### src/rtl/fb_pkg.sv
// Shared FREEDM bus transmit definitions: SoC codes, frame types, FSM states
// and the nibble-serial CRC-8 step.
package fb_pkg;

    localparam logic [3:0] FB_SOC_DATA      = 4'd7;
    localparam logic [3:0] FB_SOC_NUMB      = 4'd6;
    localparam logic [3:0] FB_SOC_DIST      = 4'd4;
    localparam logic [3:0] FB_SOC_DELAY     = 4'd3;
    localparam logic [3:0] FB_SOC_DELAYDIST = 4'd2;
    localparam logic [3:0] FB_PREAMBLE_NIB  = 4'h5;

    localparam logic [7:0] FB_CRC_INIT = 8'hFF;
    localparam logic [7:0] FB_CRC_POLY = 8'h07;

    typedef enum logic [2:0] {
        FB_TYPE_DATA      = 3'd0,
        FB_TYPE_NUMB      = 3'd1,
        FB_TYPE_DIST      = 3'd2,
        FB_TYPE_DELAY     = 3'd3,
        FB_TYPE_DELAYDIST = 3'd4
    } fb_type_e;

    typedef enum logic [2:0] {
        ST_IDLE     = 3'd0,
        ST_PREAMBLE = 3'd1,
        ST_SOC      = 3'd2,
        ST_DATA     = 3'd3,
        ST_FRMCRC   = 3'd4,
        ST_IFG      = 3'd5
    } fb_state_e;

    function automatic logic [3:0] fb_soc_code(input fb_type_e t);
        case (t)
            FB_TYPE_NUMB:      return FB_SOC_NUMB;
            FB_TYPE_DIST:      return FB_SOC_DIST;
            FB_TYPE_DELAY:     return FB_SOC_DELAY;
            FB_TYPE_DELAYDIST: return FB_SOC_DELAYDIST;
            default:           return FB_SOC_DATA;
        endcase
    endfunction

    // One serial bit into the CRC register, bit shifted in at the MSB side.
    function automatic logic [7:0] fb_crc_step(input logic [7:0] c, input logic b);
        return {c[6:0], 1'b0} ^ ((c[7] ^ b) ? FB_CRC_POLY : 8'h00);
    endfunction

endpackage

### src/rtl/fb_crc.sv
// Nibble-wide CRC-8 accumulator; nibble bit 3 is consumed first.
module fb_crc
    import fb_pkg::*;
(
    input  logic       Clk,
    input  logic       Reset,
    input  logic [3:0] Data,
    input  logic       Enable,
    input  logic       Initialize,
    output logic [7:0] Crc
);

    logic [7:0] crc_d;
    logic [7:0] crc_q;

    always_comb begin
        crc_d = crc_q;
        if (Initialize) begin
            crc_d = FB_CRC_INIT;
        end else if (Enable) begin
            crc_d = fb_crc_step(fb_crc_step(fb_crc_step(fb_crc_step(crc_q,
                        Data[3]), Data[2]), Data[1]), Data[0]);
        end
    end

    always_ff @(posedge Clk or posedge Reset) begin
        if (Reset) crc_q <= FB_CRC_INIT;
        else       crc_q <= crc_d;
    end

    assign Crc = crc_q;

endmodule

### src/rtl/fb_txmac.sv
// FREEDM bus nibble transmit MAC: preamble, SoC, payload (low nibble first),
// inverted CRC-8, then inter-frame gap.
module fb_txmac
    import fb_pkg::*;
#(
    parameter int PREAMBLE_NIBS = 7,
    parameter int IFG_NIBS      = 4
) (
    input  logic       MTxClk,
    input  logic       Reset,
    input  logic       TxStart,
    input  logic [2:0] TxType,
    input  logic [7:0] TxLen,
    input  logic [7:0] TxData,
    output logic       TxDataReq,
    input  logic       TxAbort,
    output logic       MTxEn,
    output logic [3:0] MTxD,
    output logic       TxBusy,
    output logic       TxDone,
    output logic       StateIdle,
    output logic       StatePreamble,
    output logic       StateSoC,
    output logic       StateData,
    output logic       StateFrmCrc,
    output logic       StateIfg
);

    fb_state_e  state_q, state_d;
    logic [8:0] cnt_q, cnt_d;
    fb_type_e   type_q, type_d;
    logic [7:0] len_q, len_d;
    logic [7:0] byte_q, byte_d;
    logic       mtxen_q, mtxen_d;
    logic [3:0] mtxd_q, mtxd_d;
    logic       req_q, req_d;
    logic       busy_q, busy_d;
    logic       done_q, done_d;
    logic [5:0] flags_q, flags_d;
    logic [7:0] crc;

    always_comb begin
        state_d = state_q;
        cnt_d   = cnt_q;
        type_d  = type_q;
        len_d   = len_q;
        // A strobe in the previous cycle means TxData is captured at this edge.
        byte_d  = req_q ? TxData : byte_q;
        done_d  = 1'b0;
        mtxen_d = 1'b0;
        mtxd_d  = 4'h0;
        req_d   = 1'b0;
        flags_d = 6'b000000;

        case (state_q)
            ST_IDLE: begin
                if (TxStart && (TxType <= FB_TYPE_DELAYDIST)) begin
                    state_d = ST_PREAMBLE;
                    cnt_d   = 9'd0;
                    type_d  = fb_type_e'(TxType);
                    len_d   = TxLen;
                end
            end
            ST_PREAMBLE: begin
                if (TxAbort) begin
                    state_d = ST_IFG;
                    cnt_d   = 9'd0;
                end else if (cnt_q == 9'(PREAMBLE_NIBS - 1)) begin
                    state_d = ST_SOC;
                    cnt_d   = 9'd0;
                end else begin
                    cnt_d = cnt_q + 9'd1;
                end
            end
            ST_SOC: begin
                cnt_d   = 9'd0;
                state_d = TxAbort ? ST_IFG : ((len_q != 8'd0) ? ST_DATA : ST_FRMCRC);
            end
            ST_DATA: begin
                if (TxAbort) begin
                    state_d = ST_IFG;
                    cnt_d   = 9'd0;
                end else if (cnt_q == ({len_q, 1'b0} - 9'd1)) begin
                    state_d = ST_FRMCRC;
                    cnt_d   = 9'd0;
                end else begin
                    cnt_d = cnt_q + 9'd1;
                end
            end
            ST_FRMCRC: begin
                if (TxAbort) begin
                    state_d = ST_IFG;
                    cnt_d   = 9'd0;
                end else if (cnt_q == 9'd1) begin
                    state_d = ST_IFG;
                    cnt_d   = 9'd0;
                    done_d  = 1'b1;
                end else begin
                    cnt_d = cnt_q + 9'd1;
                end
            end
            ST_IFG: begin
                if (cnt_q == 9'(IFG_NIBS - 1)) begin
                    state_d = ST_IDLE;
                    cnt_d   = 9'd0;
                end else begin
                    cnt_d = cnt_q + 9'd1;
                end
            end
            default: begin
                state_d = ST_IDLE;
                cnt_d   = 9'd0;
            end
        endcase

        // Outputs are decoded from the next state so they line up with state_q.
        case (state_d)
            ST_PREAMBLE: begin
                mtxen_d = 1'b1;
                mtxd_d  = FB_PREAMBLE_NIB;
                flags_d = 6'b000010;
            end
            ST_SOC: begin
                mtxen_d = 1'b1;
                mtxd_d  = fb_soc_code(type_q);
                req_d   = (len_q != 8'd0);
                flags_d = 6'b000100;
            end
            ST_DATA: begin
                mtxen_d = 1'b1;
                mtxd_d  = cnt_d[0] ? byte_q[7:4] : byte_d[3:0];
                req_d   = cnt_d[0] && (cnt_d[8:1] != (len_q - 8'd1));
                flags_d = 6'b001000;
            end
            ST_FRMCRC: begin
                mtxen_d = 1'b1;
                flags_d = 6'b010000;
            end
            ST_IFG:  flags_d = 6'b100000;
            default: flags_d = 6'b000001;
        endcase

        busy_d = (state_d != ST_IDLE);
    end

    always_ff @(posedge MTxClk or negedge Reset) begin
        if (!Reset) begin
            state_q <= ST_IDLE;
            cnt_q   <= 9'd0;
            mtxen_q <= 1'b0;
            mtxd_q  <= 4'h0;
            req_q   <= 1'b0;
            busy_q  <= 1'b0;
            done_q  <= 1'b0;
            flags_q <= 6'b000001;
        end else begin
            state_q <= state_d;
            cnt_q   <= cnt_d;
            mtxen_q <= mtxen_d;
            mtxd_q  <= mtxd_d;
            req_q   <= req_d;
            busy_q  <= busy_d;
            done_q  <= done_d;
            flags_q <= flags_d;
        end
    end

    always_ff @(posedge MTxClk) begin
        type_q <= type_d;
        len_q  <= len_d;
        byte_q <= byte_d;
    end

    fb_crc u_crc (
        .Clk        (MTxClk),
        .Reset      (~Reset),
        .Data       (mtxd_q),
        .Enable     (mtxen_q && (state_q != ST_FRMCRC)),
        .Initialize (state_q == ST_IDLE),
        .Crc        (crc)
    );

    // CRC nibbles come straight from the held CRC register, which only settles
    // at the edge that enters FRMCRC.
    always_comb begin
        MTxD = mtxd_q;
        if (state_q == ST_FRMCRC) begin
            MTxD = cnt_q[0] ? {~crc[0], ~crc[1], ~crc[2], ~crc[3]}
                            : {~crc[4], ~crc[5], ~crc[6], ~crc[7]};
        end
    end

    assign MTxEn         = mtxen_q;
    assign TxDataReq     = req_q;
    assign TxBusy        = busy_q;
    assign TxDone        = done_q;
    assign StateIdle     = flags_q[0];
    assign StatePreamble = flags_q[1];
    assign StateSoC      = flags_q[2];
    assign StateData     = flags_q[3];
    assign StateFrmCrc   = flags_q[4];
    assign StateIfg      = flags_q[5];

endmodule

### config.mk
export PLATFORM = sky130hd
export DESIGN_NAME = fb_txmac
export DESIGN_NICKNAME = d
export VERILOG_FILES = /design/src/rtl/fb_pkg.sv /design/src/rtl/fb_crc.sv /design/src/rtl/fb_txmac.sv
export SDC_FILE = /design/constraint.sdc
export NUM_CORES = 1
export LEC_CHECK = 0
export ABC_AREA = 0
export BUFFER_PORTS_ARGS = -buffer_cell sky130_fd_sc_hd__buf_2
export CAP_MARGIN = 20
export CORE_UTILIZATION = 30
export CTS_BUF_LIST = sky130_fd_sc_hd__clkbuf_4
export DETAILED_ROUTE_END_ITERATION = 10
export PLACE_DENSITY = 0.46
export SKIP_LAST_GASP = 1
export SYNTH_ARGS = -nofsm -noshare
export SYNTH_HDL_FRONTEND = slang
export SYNTH_SLANG_ARGS = --single-unit
export TNS_END_PERCENT = 30
### constraint.sdc
create_clock -name MTxClk -period 10.5 [get_ports MTxClk]
set_input_delay 1.575 -clock MTxClk [delete_from_list [all_inputs] [get_ports MTxClk]]
set_output_delay 1.575 -clock MTxClk [all_outputs]
set_load 0.1 [all_outputs]
# After elaboration in Yosys (flattened, before gate mapping)
# Index checks and enable logic that the tools add are counted.
# W data, S select, Z words.
totals:
  out_inout_bits: 14
  ff_bits: 53
  elab_cells: 100
classes:
  magnitude_cmp: 1
  add_sub_neg: 3
  n_bitwise: 16
  reduce_logical: 9
  eq_ne: 20
  muxes: 38
op_table:
  columns: ["operator", "n"]
  rows:
  - ["$mux W9", 8]
  - ["$pmux W9 S5", 1]
  - ["$mux W3", 14]
  - ["$xor A8 B8 Y8", 4]
  - ["$pmux W6 S5", 1]
  - ["$eq A3 B2 Y1 const B", 6]
  - ["$pmux W3 S6", 1]
  - ["$mux W4", 4]
  - ["$mux W8", 2]
  - ["$eq A3 B3 Y1 const B", 5]
  - ["$pmux W3 S4", 1]
  - ["$pmux W4 S3", 1]
  - ["$add A9 B1 Y9 const B", 1]
  - ["$eq A3 B1 Y1 const B", 3]
  - ["$eq A9 B1 Y1 const B", 1]
  - ["$eq A9 B2 Y1 const B", 1]
  - ["$eq A9 B3 Y1 const B", 1]
  - ["$eq A9 B9 Y1", 1]
  - ["$sub A9 B1 Y9 const B", 1]
  - ["$ne A8 B8 Y1", 1]
  - ["$not A1 Y1", 8]
  - ["$reduce_bool A8 Y1", 1]
  - ["$sub A8 B1 Y8 const B", 1]
  - ["$mux W1", 4]
  - ["10 further kinds", 15]

# Logic depth before layout (Yosys ltp)
logic_depth:
  ltp_word: 14
  depth_mapped: 17

# By module
# Synthesis repeated with hierarchy kept, for this count alone.
unflattened:
  cells_unflattened: 330
  hier_area_um2: 3265.6
modules_own_cells:
  columns: ["module", "cells_per_inst", "area_each_um2", "instances", "seq_area_each_um2"]
  rows:
  - ["fb_txmac", 286, 2817.7, 1, 1182.4]
  - ["fb_crc", 44, 447.9, 1, 210.2]

# Worst setup path before layout
# Ideal clock, no wire load.
synth_timing:
  path_kind: "flip-flop to flip-flop"
  start: "reg len_q[0]"
  end: "reg req_q (netlist: TxDataReq)"
  arrival_ns: 3.322
  slack_ns: 7.043
  t_required_ns: 10.364
  n_path_buf: 1
  stages_incl_launch_ff: 17
  setup_time_ns: 0.136
  cell_sequence: "edfxtp_1 > inv_1 > ha_1 > clkbuf_1 > nand2_1 > xor2_1 > xor2_1 > and3_1 > a311oi_1 > o31a_1 > ha_1 > nand2_1 > nor2_1 > or3_1 > a31oi_1 > and4b_1 > a31oi_1"
synth_between:
  elab_chain_cells: 8
  elab_cells_between_ends: 17
synth_rtl:
  columns: ["item", "line", "source"]
  rows:
  - ["start: declaration", "fb_txmac.sv:32", "logic [7:0] len_q, len_d;"]
  - ["start signal: assignment", "fb_txmac.sv:170", "len_q <= len_d;"]
  - ["$sub A9 B1 Y9", "fb_txmac.sv:83", "end else if (cnt_q == ({len_q, 1'b0} - 9'd1)) begin"]
  - ["$eq A9 B9 Y1", "fb_txmac.sv:83", null]
  - ["$mux W9", "fb_txmac.sv:83", null]
  - ["$mux W9", "fb_txmac.sv:80", "if (TxAbort) begin"]
  - ["$pmux W9 S5", "fb_txmac.sv:55", "case (state_q)"]
  - ["$ne A8 B8 Y1", "fb_txmac.sv:132", "req_d = cnt_d[0] && (cnt_d[8:1] != (len_q - 8'd1));"]
  - ["$logic_and A1 B1 Y1", "fb_txmac.sv:132", null]
  - ["$pmux W1 S2 *", "fb_txmac.sv:117", "case (state_d)"]
  - ["via req_d", "fb_txmac.sv:36", "logic req_q, req_d;"]
  - ["end signal: assignment", "fb_txmac.sv:161", "req_q <= req_d;"]
  - ["end: declaration", "fb_txmac.sv:36", null]
# Mark *: on every way through the listed nets, which the timed path passes. The rest lies on a longest branch.
# A chain may end at the register's enable or synchronous reset.

# Worst setup path in the final report
# Ends and elaborated chain as after synthesis.

==> results by group <==
Timing
  • Hold Slack: 0.494 ns
  • Tcrit/Tclk final: 39.6%
  • Max_slew headroom: 35.7%
  • TNS Setup: 0 ns
  • Slew @ Worst Pin: 0.961 ns
  • Max Clk Rate: 0.241 GHz
  • RSZ-0062 raised after global routing: false
  • Max-slew violation count: 0
  • Final hold violation count: 0
  • Worst Skew: 0.0220 ns
  • Min cycle time layout: 4.16 ns
  • # setup viols final: 0

Floorplanning
  • Initial Utilization: 30.7%
  • Die Y-Extent: 107 um
  • FP Rows: 38
  • Die area: 11500 um2
  • Ports: 37
  • Die width: 107 um
  • Core Region: 10800 um2

Hold path
  • Hold Crit Class: flip-flop to flip-flop

Worst setup path
  • Crit-path max FO: 5
  • Critical Path AT: 4.43 ns
  • CP endpoint kind: flip-flop
  • WS Path Type: flip-flop to flip-flop
  • Type of origin of the critical path: flip-flop
  • Worst EP required: 10.77 ns

GRT
  • First-pass GRT wire length: 13.0 mm
  • Total congestion overflow: 0
  • Largest net degree at the start of global routing: 35
  • Overall Global Routing Usage: 14.6%
  • Initial antenna violation count: 0
  • Vias in the first global route: 2527

Synthesis
  • Yosys Warn Count: 0
  • Top post-synthesis cells by area: dfrtp_1, edfxtp_1, dfstp_2, xor2_1, nand2_1
  • Cells after synthesis: 340
  • Dominant cell type by area after synthesis: dfrtp_1
  • Post-synth cell types: 64
  • Number of enable flip-flop cells after synthesis: 15
  • Mapped cell area: 3310 um2
  • Mapped Nets: 369
  • Top cell type's share of synthesized area: 18.9%
  • Synthesized area per cell: 9.74 um2
  • Post-synth top flop: dfrtp_1
  • Yosys reg bits: 53
  • Asr flop ratio synth: 64.2%
  • Seq/Total Area, Yosys: 42.0%

Detailed routing
  • Routed vias: 2624
  • Via density: 5.17
  • DRT iter0 DRCs: 239
  • Routed met2 length: 3.54 mm
  • Routed wire length on met3: 475 um
  • Post-Route M1 WL: 3.86 mm
  • DR DRC count: 0
  • Max layer used: met4
  • Final wirelength: 7.96 mm
  • Drt wl/cell: 15.7 um
  • Final antenna-violating net count: 0
  • Pre-antenna DRT Iters: 4

Clock network
  • Post-CTS sizing: 0
  • CTS tree: yes
  • Hold-fix buffers, CTS: 0
  • CTS buffer count: 5
  • Clock sinks: 53
  • Post-CTS Setup Inserts: 0
  • Root Buffer: clkbuf_4
  • Clock Latency Late Sink: 0.38 ns
  • CTS max path bufs: 2
  • Htree depth: 2
  • Clock-pin slew on the worst setup and hold paths: 0.17 ns

Final layout
  • Nets: 396
  • Area Overhead vs Synth: 11.0%
  • Core Util, Final: 34.1%
  • Share of cells above drive strength 1: 20.4%
  • Antenna diode count: 0

Placement
  • Port Buf Inserts: 36
  • Dpl hpwl: 5.93 mm
  • GP Congestion: 0.855

Power
  • VDD IR max: 0.144 mV
  • LEAKAGE: 1.49 nW
  • Pwr per Cell Area: 254 nW/um2

Run status
  • Status: completed

Run
  • Max-Cap Viols: 0
## worst paths after layout
path	slack, ns	end	startpoint	depth (start not counted)
hold / removal	0.49	byte_q[1]	byte_q[1]	1
min in group asynchronous	1.24	cnt_q[3]	Reset	1
setup / recovery	6.34	TxDataReq	len_q[0]	16
setup reg to reg	6.34	TxDataReq	len_q[0]	16
hold reg to reg	0.49	byte_q[1]	byte_q[1]	1
max in group asynchronous	8.74	mtxd_q[0]	Reset	1
## metal layers
metal  GRT usage (%)  vias to the layer above
met5               0                        -
met4            3.03                        0
met3            2.25                        6
met2            22.9                       76
met1            21.1                     1244
li1                -                     1298
## sequential cells by signal, summed over array words and instances, names as in the netlist
name	count
state_q	3
MTxEn	1
TxBusy	1
len_q	8
TxDataReq	1
mtxd_q	4
type_q	3
u_crc.Crc	8
flags_q	6
TxDone	1
byte_q	8
cnt_q	9
## synthesized netlist by cell type, types with 5 or more instances
| cell type | count |
|---|---|
| a211oi_1 | 6 |
| a21oi_1 | 13 |
| a31oi_1 | 5 |
| and2_1 | 5 |
| and3_1 | 8 |
| clkbuf_1 | 11 |
| dfrtp_1 | 25 |
| dfstp_2 | 9 |
| edfxtp_1 | 15 |
| ha_1 | 6 |
| inv_1 | 12 |
| mux2_2 | 8 |
| mux2i_1 | 9 |
| nand2_1 | 29 |
| nand2b_1 | 8 |
| nand3_1 | 15 |
| nor2_1 | 21 |
| nor2b_1 | 6 |
| nor3_1 | 8 |
| o21ai_0 | 16 |
| o22a_1 | 7 |
| xnor2_1 | 12 |
| xor2_1 | 13 |
## area by class of cell
cell class | count | area, um2
clock buffer | 6 | 45.0
clock inverter | 2 | 38.8
fill | 1110 | 7120
inverter | 13 | 48.8
multi-input combinational | 257 | 1790
sequential | 53 | 1390
tap | 140 | 175
timing repair buffer | 37 | 188
## report_power, final
part | total, mW | internal (mW) | switching (mW)
registers | 0.325 | 0.266 | 0.0590
logic | 0.488 | 0.164 | 0.324
clock network | 0.120 | 0.0535 | 0.0669
## worst max-delay path, stage by stage, from the launching register on
cell and delay [ns]:
edfxtp_1 0.48, inv_1 0.14, ha_1 0.39, xor2_1 0.19, o2111ai_1 0.13, a311oi_1 0.45, o21a_1 0.22, and3_1 0.18
a311oi_1 0.17, o31a_1 0.41, ha_1 0.26, nand2_1 0.20, nor2_1 0.06, or3_1 0.37, a31oi_1 0.14, and4b_1 0.20
a31oi_1 0.07
## logic make-up after synthesis
family          after synthesis  share of synthesized area (%)
compound gates               81                           17.1
xor+xnor                     26                           7.33
fa+ha+maj                     6                           2.27
buf+inv                      30                           4.00
flops                        53                           42.0
mux                          17                           5.44
simple gates                127                           21.8
## metrics by stage
stage                     power [mW]  std cells  setup slack [ns]  instance area [um2]
after floorplan                0.725        340              7.04                 3310
after global placement         0.821        500              6.40                 3590
after detailed placement       0.818        500              6.38                 3590
after CTS                      0.943        508              6.39                 3680
after global routing           0.995        508              6.09                 3680
final                          0.934        508              6.34                 3680
## placed cells by master, fill, tap and decap left out, types with 7 or more instances in the layout
cell,count
buf_2,36
nand2_1,29
dfrtp_1,25
nor2_1,21
o21ai_0,16
nand3_1,15
edfxtp_1,15
a21oi_1,13
xor2_1,13
inv_1,12
xnor2_1,12
mux2i_1,9
dfstp_2,9
nand2b_1,8
nor3_1,8
and3_1,8
mux2_2,8
o22a_1,7
(Power assumes the default switching activity.)
